$ cat config.mk
export PLATFORM = sky130hd
export DESIGN_NAME = mt_sched
export DESIGN_NICKNAME = d
export VERILOG_FILES = /design/src/rtl/mt_pkg.sv /design/src/rtl/rr_arbiter.sv /design/src/rtl/mt_sched.sv
export SDC_FILE = /design/constraint.sdc
export NUM_CORES = 1
export LEC_CHECK = 0
export BUFFER_PORTS_ARGS = -buffer_cell sky130_fd_sc_hd__buf_2
export CAP_MARGIN = 10
export CORE_MARGIN = 2
export CORE_UTILIZATION = 49
export CTS_CLUSTER_DIAMETER = 120
export CTS_CLUSTER_SIZE = 24
export DETAILED_ROUTE_END_ITERATION = 10
export HOLD_SLACK_MARGIN = 0.15
export PLACE_DENSITY = 0.76
export SLEW_MARGIN = 5
export SYNTH_ARGS = -nofsm -noshare
export SYNTH_HDL_FRONTEND = slang
export SYNTH_HIERARCHICAL = 1
export SYNTH_SLANG_ARGS = --single-unit
$ cat constraint.sdc
create_clock -name clk -period 2.6 [get_ports clk]
set_input_delay 0.39 -clock clk [delete_from_list [all_inputs] [get_ports clk]]
set_output_delay 0.39 -clock clk [all_outputs]
set_load 0.05 [all_outputs]
$ cat src/rtl/mt_pkg.sv
// Shared types and constants for the Mersenne-Twister request scheduler.
package mt_pkg;

  typedef enum logic [2:0] {
    GRST  = 3'd0,
    WAIT  = 3'd1,
    ARB   = 3'd2,
    FETCH = 3'd3,
    GAPW  = 3'd4
  } mt_sched_state_t;

  localparam int          MT_WORD_W       = 32;
  localparam logic [31:0] MT_DEFAULT_SEED = 32'd5489;

endpackage

$ cat src/rtl/rr_arbiter.sv
// Combinational round-robin arbiter: picks the first set request at or
// after the pointer, wrapping from NREQ-1 back to 0.
module rr_arbiter #(
  parameter int NREQ  = 4,
  parameter int IDX_W = (NREQ > 1) ? $clog2(NREQ) : 1
) (
  input  logic [NREQ-1:0]  req,
  input  logic [IDX_W-1:0] ptr,
  output logic [NREQ-1:0]  grant,
  output logic [IDX_W-1:0] grant_idx,
  output logic             any
);

  logic [IDX_W-1:0] k_s;

  always_comb begin
    grant     = '0;
    grant_idx = '0;
    any       = 1'b0;
    k_s       = '0;
    for (int i = 0; i < NREQ; i++) begin
      k_s = IDX_W'((int'(ptr) + i) % NREQ);
      if (!any && req[k_s]) begin
        grant[k_s] = 1'b1;
        grant_idx  = k_s;
        any        = 1'b1;
      end
    end
  end

endmodule

$ cat src/rtl/mt_sched.sv
// Shares one MT19937 generator between NREQ requesters: reset/seed sequencing,
// paced trig pulses and round-robin delivery. Macro MT_SCHED_STATS_EN adds served_cnt.
module mt_sched
  import mt_pkg::*;
#(
  parameter int                    NREQ    = 4,
  parameter logic [MT_WORD_W-1:0]  SEED    = MT_DEFAULT_SEED,
  parameter int                    GAP     = 2,
  parameter int                    RST_CYC = 2
) (
  input  logic                 clk,
  input  logic                 rst_n,
  input  logic [NREQ-1:0]      req,
  output logic [NREQ-1:0]      rsp_valid,
  output logic [MT_WORD_W-1:0] rsp_data,
  input  logic                 reseed_req,
  input  logic [MT_WORD_W-1:0] reseed_val,
  output logic                 reseed_ack,
  output logic                 busy,
  output logic                 gen_rst,
  output logic [MT_WORD_W-1:0] gen_seed,
  output logic                 gen_trig,
  input  logic [MT_WORD_W-1:0] gen_num,
  input  logic                 gen_ready,
  output logic [31:0]          served_cnt
);

  localparam int IDX_W = (NREQ > 1) ? $clog2(NREQ) : 1;

  mt_sched_state_t      state_q, state_d;
  logic [15:0]          cnt_q, cnt_d;
  logic [IDX_W-1:0]     rr_ptr_q, rr_ptr_d;
  logic [IDX_W-1:0]     grant_idx_q, grant_idx_d;
  logic [NREQ-1:0]      grant_oh_q, grant_oh_d;
  logic [NREQ-1:0]      rsp_valid_q, rsp_valid_d;
  logic [MT_WORD_W-1:0] rsp_data_q, rsp_data_d;
  logic                 reseed_ack_q, reseed_ack_d;
  logic                 busy_q, busy_d;
  logic                 gen_rst_q, gen_rst_d;
  logic [MT_WORD_W-1:0] gen_seed_q, gen_seed_d;
  logic                 gen_trig_q, gen_trig_d;

  logic [NREQ-1:0]      arb_oh_s;
  logic [IDX_W-1:0]     arb_idx_s;
  logic                 arb_any_s;

  rr_arbiter #(
    .NREQ  (NREQ),
    .IDX_W (IDX_W)
  ) u_rr_arbiter (
    .req       (req),
    .ptr       (rr_ptr_q),
    .grant     (arb_oh_s),
    .grant_idx (arb_idx_s),
    .any       (arb_any_s)
  );

  always_comb begin
    state_d      = state_q;
    cnt_d        = cnt_q;
    rr_ptr_d     = rr_ptr_q;
    grant_idx_d  = grant_idx_q;
    grant_oh_d   = grant_oh_q;
    rsp_valid_d  = '0;
    rsp_data_d   = rsp_data_q;
    reseed_ack_d = 1'b0;
    gen_rst_d    = gen_rst_q;
    gen_seed_d   = gen_seed_q;
    gen_trig_d   = 1'b0;
    case (state_q)
      GRST: begin
        if (cnt_q >= 16'(RST_CYC - 1)) begin
          gen_rst_d = 1'b0;
          cnt_d     = 16'd0;
          state_d   = WAIT;
        end else begin
          gen_rst_d = 1'b1;
          cnt_d     = cnt_q + 16'd1;
        end
      end
      WAIT: begin
        if (gen_ready) begin
          state_d = ARB;
        end else begin
          state_d = WAIT;
        end
      end
      ARB: begin
        // Reseed outranks pending requests; their req bits stay up and are served after reinit.
        if (reseed_req) begin
          reseed_ack_d = 1'b1;
          gen_seed_d   = reseed_val;
          gen_rst_d    = 1'b1;
          cnt_d        = 16'd0;
          state_d      = GRST;
        end else if (!gen_ready) begin
          state_d = WAIT;
        end else if (arb_any_s) begin
          grant_oh_d  = arb_oh_s;
          grant_idx_d = arb_idx_s;
          state_d     = FETCH;
        end else begin
          state_d = ARB;
        end
      end
      FETCH: begin
        // The word is taken now; the trig that advances the generator follows one cycle later.
        if (gen_ready) begin
          gen_trig_d  = 1'b1;
          rsp_data_d  = gen_num;
          rsp_valid_d = grant_oh_q;
          rr_ptr_d    = (grant_idx_q == IDX_W'(NREQ - 1)) ? '0 : grant_idx_q + IDX_W'(1);
          cnt_d       = 16'd0;
          state_d     = GAPW;
        end else begin
          grant_oh_d = '0;
          state_d    = WAIT;
        end
      end
      GAPW: begin
        if (cnt_q >= 16'(GAP - 1)) begin
          cnt_d   = 16'd0;
          state_d = ARB;
        end else begin
          cnt_d   = cnt_q + 16'd1;
        end
      end
      default: begin
        gen_rst_d = 1'b1;
        cnt_d     = 16'd0;
        state_d   = GRST;
      end
    endcase
    busy_d = (state_d != ARB);
  end

  always_ff @(posedge clk or negedge rst_n) begin
    if (!rst_n) begin
      state_q      <= GRST;
      cnt_q        <= 16'd0;
      rr_ptr_q     <= '0;
      grant_idx_q  <= '0;
      grant_oh_q   <= '0;
      rsp_valid_q  <= '0;
      rsp_data_q   <= '0;
      reseed_ack_q <= 1'b0;
      busy_q       <= 1'b1;
      gen_rst_q    <= 1'b1;
      gen_seed_q   <= SEED;
      gen_trig_q   <= 1'b0;
    end else begin
      state_q      <= state_d;
      cnt_q        <= cnt_d;
      rr_ptr_q     <= rr_ptr_d;
      grant_idx_q  <= grant_idx_d;
      grant_oh_q   <= grant_oh_d;
      rsp_valid_q  <= rsp_valid_d;
      rsp_data_q   <= rsp_data_d;
      reseed_ack_q <= reseed_ack_d;
      busy_q       <= busy_d;
      gen_rst_q    <= gen_rst_d;
      gen_seed_q   <= gen_seed_d;
      gen_trig_q   <= gen_trig_d;
    end
  end

  assign rsp_valid  = rsp_valid_q;
  assign rsp_data   = rsp_data_q;
  assign reseed_ack = reseed_ack_q;
  assign busy       = busy_q;
  assign gen_rst    = gen_rst_q;
  assign gen_seed   = gen_seed_q;
  assign gen_trig   = gen_trig_q;

`ifdef MT_SCHED_STATS_EN
  logic [31:0] served_q, served_d;

  // Counts in step with the rsp_valid pulse; saturates rather than wrapping.
  always_comb begin
    served_d = served_q;
    if ((|rsp_valid_d) && (served_q != 32'hFFFF_FFFF)) begin
      served_d = served_q + 32'd1;
    end else begin
      served_d = served_q;
    end
  end

  always_ff @(posedge clk or negedge rst_n) begin
    if (!rst_n) begin
      served_q <= 32'd0;
    end else begin
      served_q <= served_d;
    end
  end

  assign served_cnt = served_q;
`else
  assign served_cnt = 32'd0;
`endif

endmodule

* After elaboration in Yosys (flattened, before gate mapping)
Cells that the tools add are included.
** Operators by class
- Eq/ne operators :: 11
- Reductions and logical operators :: 20
- Bitwise operators :: 6
- Order comparisons :: 9
- Shifts and indexed selects :: 0
- Div/mod/pow operators :: 0
- Muxes and demuxes :: 54
- $mul :: 0
- Add/sub/neg operators :: 5
** Operator list (number)
- 16-bit one-hot mux with 4 select lines :: 1
- 16-bit two-way mux :: 3
- 4-bit two-way mux :: 9
- 1-bit two-way mux :: 19
- 16-bit by 1-bit adder with 16-bit output (second input constant) :: 1
- 16-bit by 1-bit greater-or-equal comparator with 1-bit output (second input constant) :: 1
- 2-bit two-way mux :: 8
- 3-bit one-hot mux with 5 select lines :: 1
- 2-bit by 3-bit less-than comparator with 1-bit output (second input constant) :: 4
- 4-bit bitwise OR :: 3
- 2-bit != test (second input constant) :: 5
- 3-bit two-way mux :: 3
- 1-bit binary-select mux with 2-bit select :: 4
- 1-bit demux with 2-bit select :: 4
- 2-bit by 1-bit greater-or-equal comparator with 1-bit output (second input constant) :: 4
- 4-bit one-hot mux with 2 select lines :: 1
- 4-bit AND reduction :: 2
- 1-bit logical AND :: 7
- 3-bit by 2-bit == test with 1-bit output (second input constant) :: 2
- 2-bit AND reduction :: 3
- 2-bit by 1-bit adder with 2-bit output (second input constant) :: 2
- 2-bit adder (second input constant) :: 2
- 3-bit by 1-bit == test with 1-bit output (second input constant) :: 1
- 3-bit == test (second input constant) :: 1
- 10 further kinds :: 14
** Storage, ports and cells
- Bits in latches :: 0
- Bits of input ports :: 72
- Memories kept :: 0
- Logic and storage cells :: 117
- Bits in writable memories :: 0
- Bits in registers :: 99
- Output and inout bits :: 104
- Memory bits (read-only) :: 0

* Depth between registers and ports, before layout
- Depth in word-level cells :: 17
- Depth in mapped cells :: 11
- Gate-level depth less buffers :: 9

* Hierarchy
Netlist, hierarchy kept.
** By module, submodules not included
- mt_sched :: area an instance 4281.6 sq um, times used 1, cells each 385
- rr_arbiter :: area an instance 419.2 sq um, times used 1, cells each 45

* Worst setup path after synthesis
OpenSTA, ideal clock, no wires.
- Kind :: reg2reg
- From :: register rr_ptr_q[0]
- To :: register grant_idx_q[1]
- Path slack :: 239 ps
- Library setup time :: 125 ps
- Buffers on the path :: 2
- Required time :: 2475 ps
- Arrival time :: 2237 ps
- Stages on the path, launching flop included :: 10
- Cells stage by stage :: dfrtp_1 buf_6 inv_1 ha_1 mux4_2 buf_6 nor4b_4 nor2_1 a32o_1 mux2_2
** Between the ends
- Elaborated cells between the ends (all ways) :: 26
- Those cells by class :: 3 x add/sub; 16 x mux; 7 x reduce/logical
** RTL lines
- from (decl) :: line mt_sched.sv:32 : logic [IDX_W-1:0] rr_ptr_q, rr_ptr_d;
- from (signal assigned) :: line mt_sched.sv:154 : rr_ptr_q <= rr_ptr_d;
- branches (longest 11 deep; another with 2-bit by 1-bit adder with 2-bit output)
- 2-bit two-way mux (*) :: line rr_arbiter.sv:23 : if (!any && req[k_s]) begin
- named net arb_idx_s[1] :: line mt_sched.sv:44 : logic [IDX_W-1:0] arb_idx_s;
- to (signal assigned) :: line mt_sched.sv:155 : grant_idx_q <= grant_idx_d;
- to (decl) :: line mt_sched.sv:33 : logic [IDX_W-1:0] grant_idx_q, grant_idx_d;
Mark *: on every way through the listed nets, which the timed path passes. The select of a mux whose other input is x is not followed.
A chain may end at the register's enable or synchronous reset.

* Final worst setup path
Ends and elaborated chain as after synthesis.

==> flow_results.org <==
** GRT
- Total global-route track usage :: approximately 18%
- Pin count of the biggest net entering global routing :: 62
- For this run the aggregate overflow at the end of global routing stands at 0.
- Initial antenna violation count :: 0
- Global-route wire length before repair :: 15.2 mm
- The via count of the first global-routing pass is 3,358.

** Timing
- At the pin with the least slew margin, the transition time is around 610 ps.
- The max-slew violation count was 0.
- Max-slew headroom at the worst pin :: between 50% and 60%
- Fin. Hold Viols :: 0
- Layout Skew :: around 18 ps
- Dividing the final minimum period by the clock period gives 91.4%.
- Summed negative setup slack over all endpoints :: 0 ps
- Hold is met by 210 ps.
- Setup repair after global routing left no endpoint under its margin.
- Setup violations remaining at the end of the flow were counted as 0.
- For this run, the top clock speed supported by timing is about 420 MHz.
- After layout, the minimum clock period comes to ~2400 ps.

** Critical path
- The worst setup path is captured at a register.
- For the worst setup path, the data arrival time is approximately 2600 ps.
- Required time of the worst setup path :: between 2000 and 3000 ps
- Of all nets on the critical path, the largest fanout is 13.
- Kind of launch point of the worst setup path :: register
- The worst setup path is of the reg -> reg kind.

** Synthesis
- Top cells by area in the synthesized netlist :: dfrtp_1 (48%), nand2_1 (8.9%), mux2_2 (7.9%), buf_4 (5.9%), dfstp_2 (5.0%)
- Cell count after synthesis :: 430
- Area of the mapped netlist :: around 0.0047 sq mm
- Sequential cell area fraction in the yosys report :: around 53%
- Yosys warns :: 6
- In this run, distinct cell masters in the synthesized netlist total 57.
- Yosys top cell area share :: a little under half
- Cell type with the largest total area after synthesis :: dfrtp_1
- Fraction of synthesis flops using an asynchronous set or reset pin :: between 90% and 100%
- Yosys instantiated no cell more often than nand2_1.
- Number of enable flip-flop cells after synthesis :: 0
- In this run the mean area of a mapped cell was 10.9 sq um.
- The commonest cells after synthesis are nand2_1 (112), dfrtp_1 (90), buf_4 (37), mux2_2 (33), nor2_1 (16).
- Primary FF master, synth :: dfrtp_1
- Synthesized flop and latch total :: 99

** Clock network
- In this run, CTS created clock tree buffers numbering 9.
- # resized after CTS :: 0
- Buffer depth of the longest clock path :: 2
- Counting every sink on the clock net gives 99.
- At the later pin of the worst-skew pair, clock insertion delay measures 360 ps.
- CTS Root Buffer Type :: clkbuf_8
- Clock transition at the registers of the reported paths :: between 100 and 150 ps
- CTS tree :: yes
- The number of setup buffers added after CTS is 0.
- Htree depth :: 3

** Power and ir drop
- Switching fraction of total power :: approximately half
- Relative contribution of sequential cells to total power :: roughly a third
- Worst IR drop on VDD :: about 0.60 mV
- Combinational share of power :: roughly 55%
- Internal power comes to about 3.8 mW.
- Overall Power :: around 8 mW
- Static Leak :: 2.89 nW
- Net switching power :: between 3 and 4 mW
- Dividing total power by cell area gives a power density of between 1000 and 1500 mW/mm^2.
- The clock network accounts for 12.4% of the total power.

** Floorplan
- Floorplan die area :: 0.0104 sq mm
- After floorplanning, the core was sized to cover ~0.0093 sq mm.
- Effective utilization at floorplan :: between 50% and 60%
- Chip Width :: 102 um
- Top Ports :: between 150 and 200
- Die height :: approximately 100 um
- The initialized floorplan defines 35 standard-cell rows.

** Final layout
- After the last flow step, the layout net total stands at approximately 650.
- Layout cells sized above 1 :: a little under two fifths
- Compared with the post-synthesis result, the final layout area differs by 19.0%.
- Final antenna diode count :: 0
- The layout has 788 filler cells.

** Routing
- The first TritonRoute pass finished after 5 iterations.
- In this run the remaining antenna-violating nets after routing total 0.
- Summing over every cut layer, the via total after detailed routing is roughly 3,500.
- WL/cell :: approximately 14 um
- The first routing iteration left between 100 and 150 violations.
- Dividing the detail-routed via count by the number of cells gives 4.95.
- Detailed-route DRC error count :: 0
- Total routed wirelength :: 9.58 mm

** Placed design
- Detailed Place HPWL :: 7.05 mm
- At the end of routability-driven placement, the weighted congestion stood at about 0.99.
- Port buffering added 143 buffers.

** Run
- Maxcap violations :: 0

** Outcome
- The flow ran to the end, and the final reports show no timing, DRC or antenna violations.

** Min path
- HP Class :: in -> reg
power by group through the flow:
stage | logic (mW) | clock network [mW] | registers [mW]
after CTS | 4.29 | 0.995 | 2.57
after floorplan | 1.73 | 0 | 4.28
after global routing | 4.55 | 1.06 | 2.66
final | 4.26 | 0.969 | 2.57
after detailed placement | 4.28 | 0 | 2.60
after global placement | 4.19 | 0 | 2.56
registers in the layout, summed over array words and instances, names as in the netlist:
name and cells:
state_q 3, grant_oh_q 4, reseed_ack 1, rsp_data 32, busy 1, gen_trig 1
gen_seed 32, rsp_valid 4, gen_rst 1, cnt_q 16, grant_idx_q 2, rr_ptr_q 2
placed cells by master (no fill, tap or decap), drive strengths merged, types with 3 or more instances in the layout:
cell type    n
nor4b        3
and4         4
mux4         4
inv         11
dfstp        9
and3         3
a22oi        8
nor3         4
and2         7
dfrtp       90
nor4         5
a21oi        5
a31oi        7
clkbuf      11
o21ai       12
nor2        16
conb        32
nand2      112
nand2b       4
buf        148
ha           9
nor2b        3
mux2        37
layer usage:
metal | up-vias | part of all wire, % | global-route usage (%)
li1 | 1677 | - | -
met1 | 1674 | 43 | 23.0
met4 | 0 | 0.78 | 5.03
met5 | - | 0 | 0
met3 | 6 | 6.4 | 3.97
met2 | 134 | 50 | 31.9
final timing paths:
path                                        to  cells past startpoint        start  slack [ps]
worst max-delay path            grant_idx_q[1]                      6  rr_ptr_q[0]         220
worst min-delay path              rsp_data[23]                      3  gen_num[23]         210
worst max register to register  grant_idx_q[1]                      6  rr_ptr_q[0]         220
worst min register to register     rsp_data[7]                      2  rsp_data[7]         480
max in group asynchronous                 busy                      3        rst_n        1360
min in group asynchronous         gen_seed[18]                      2        rst_n         540
repair_timing:
| item | 4_1_cts | 5_1_grt |
|---|---|---|
| setup endpoints to repair | 0 | 0 |
| hold buffers | 1 | 0 |
| hold endpoints to repair | 31 | 0 |
stage by stage:
step / setup slack (ps) / util (%) / cells / cell area (sq um)
after floorplan: 239 / - / 461 / 4820
after global placement: 360 / 58.1 / 688 / 5390
after detailed placement: 252 / 58.1 / 688 / 5390
after CTS: 218 / 60.3 / 705 / 5600
after global routing: 81.9 / 60.3 / 705 / 5600
final: 223 / 60.3 / 705 / 5600
layout make-up:
| class | instances | area [sq um] | area share (%) |
|---|---|---|---|
| clock buffers | 11 | 131 | 2.35 |
| clock inverters | 5 | 62.6 | 1.12 |
| inverters | 10 | 37.5 | 0.671 |
| multi-input cells | 302 | 1940 | 34.6 |
| flip-flops and latches | 99 | 2490 | 44.5 |
| well taps | 129 | 161 | 2.88 |
| repair buffers | 149 | 778 | 13.9 |
worst max-delay path, stage by stage, from the launching register on:
cell and delay (ps):
dfrtp_1 370, buf_4 200, mux4_2 660, nor4b_4 430
nor2_1 100, a32o_1 230, mux2_2 260
logic make-up (layout without fill, tap and decap cells):
family / Yosys count / count (layout) / synth area share, %
xor+xnor: 1 / 1 / 0.186
simple gates: 168 / 168 / 17.5
mux: 42 / 42 / 11.2
buf+inv: 60 / 175 / 8.36
compound gates: 50 / 50 / 7.43
flops: 99 / 99 / 52.9
fa+ha+maj: 9 / 9 / 2.40
other cells: 1 / 32 / 0.0798
Power figures use the tool's default switching activity.
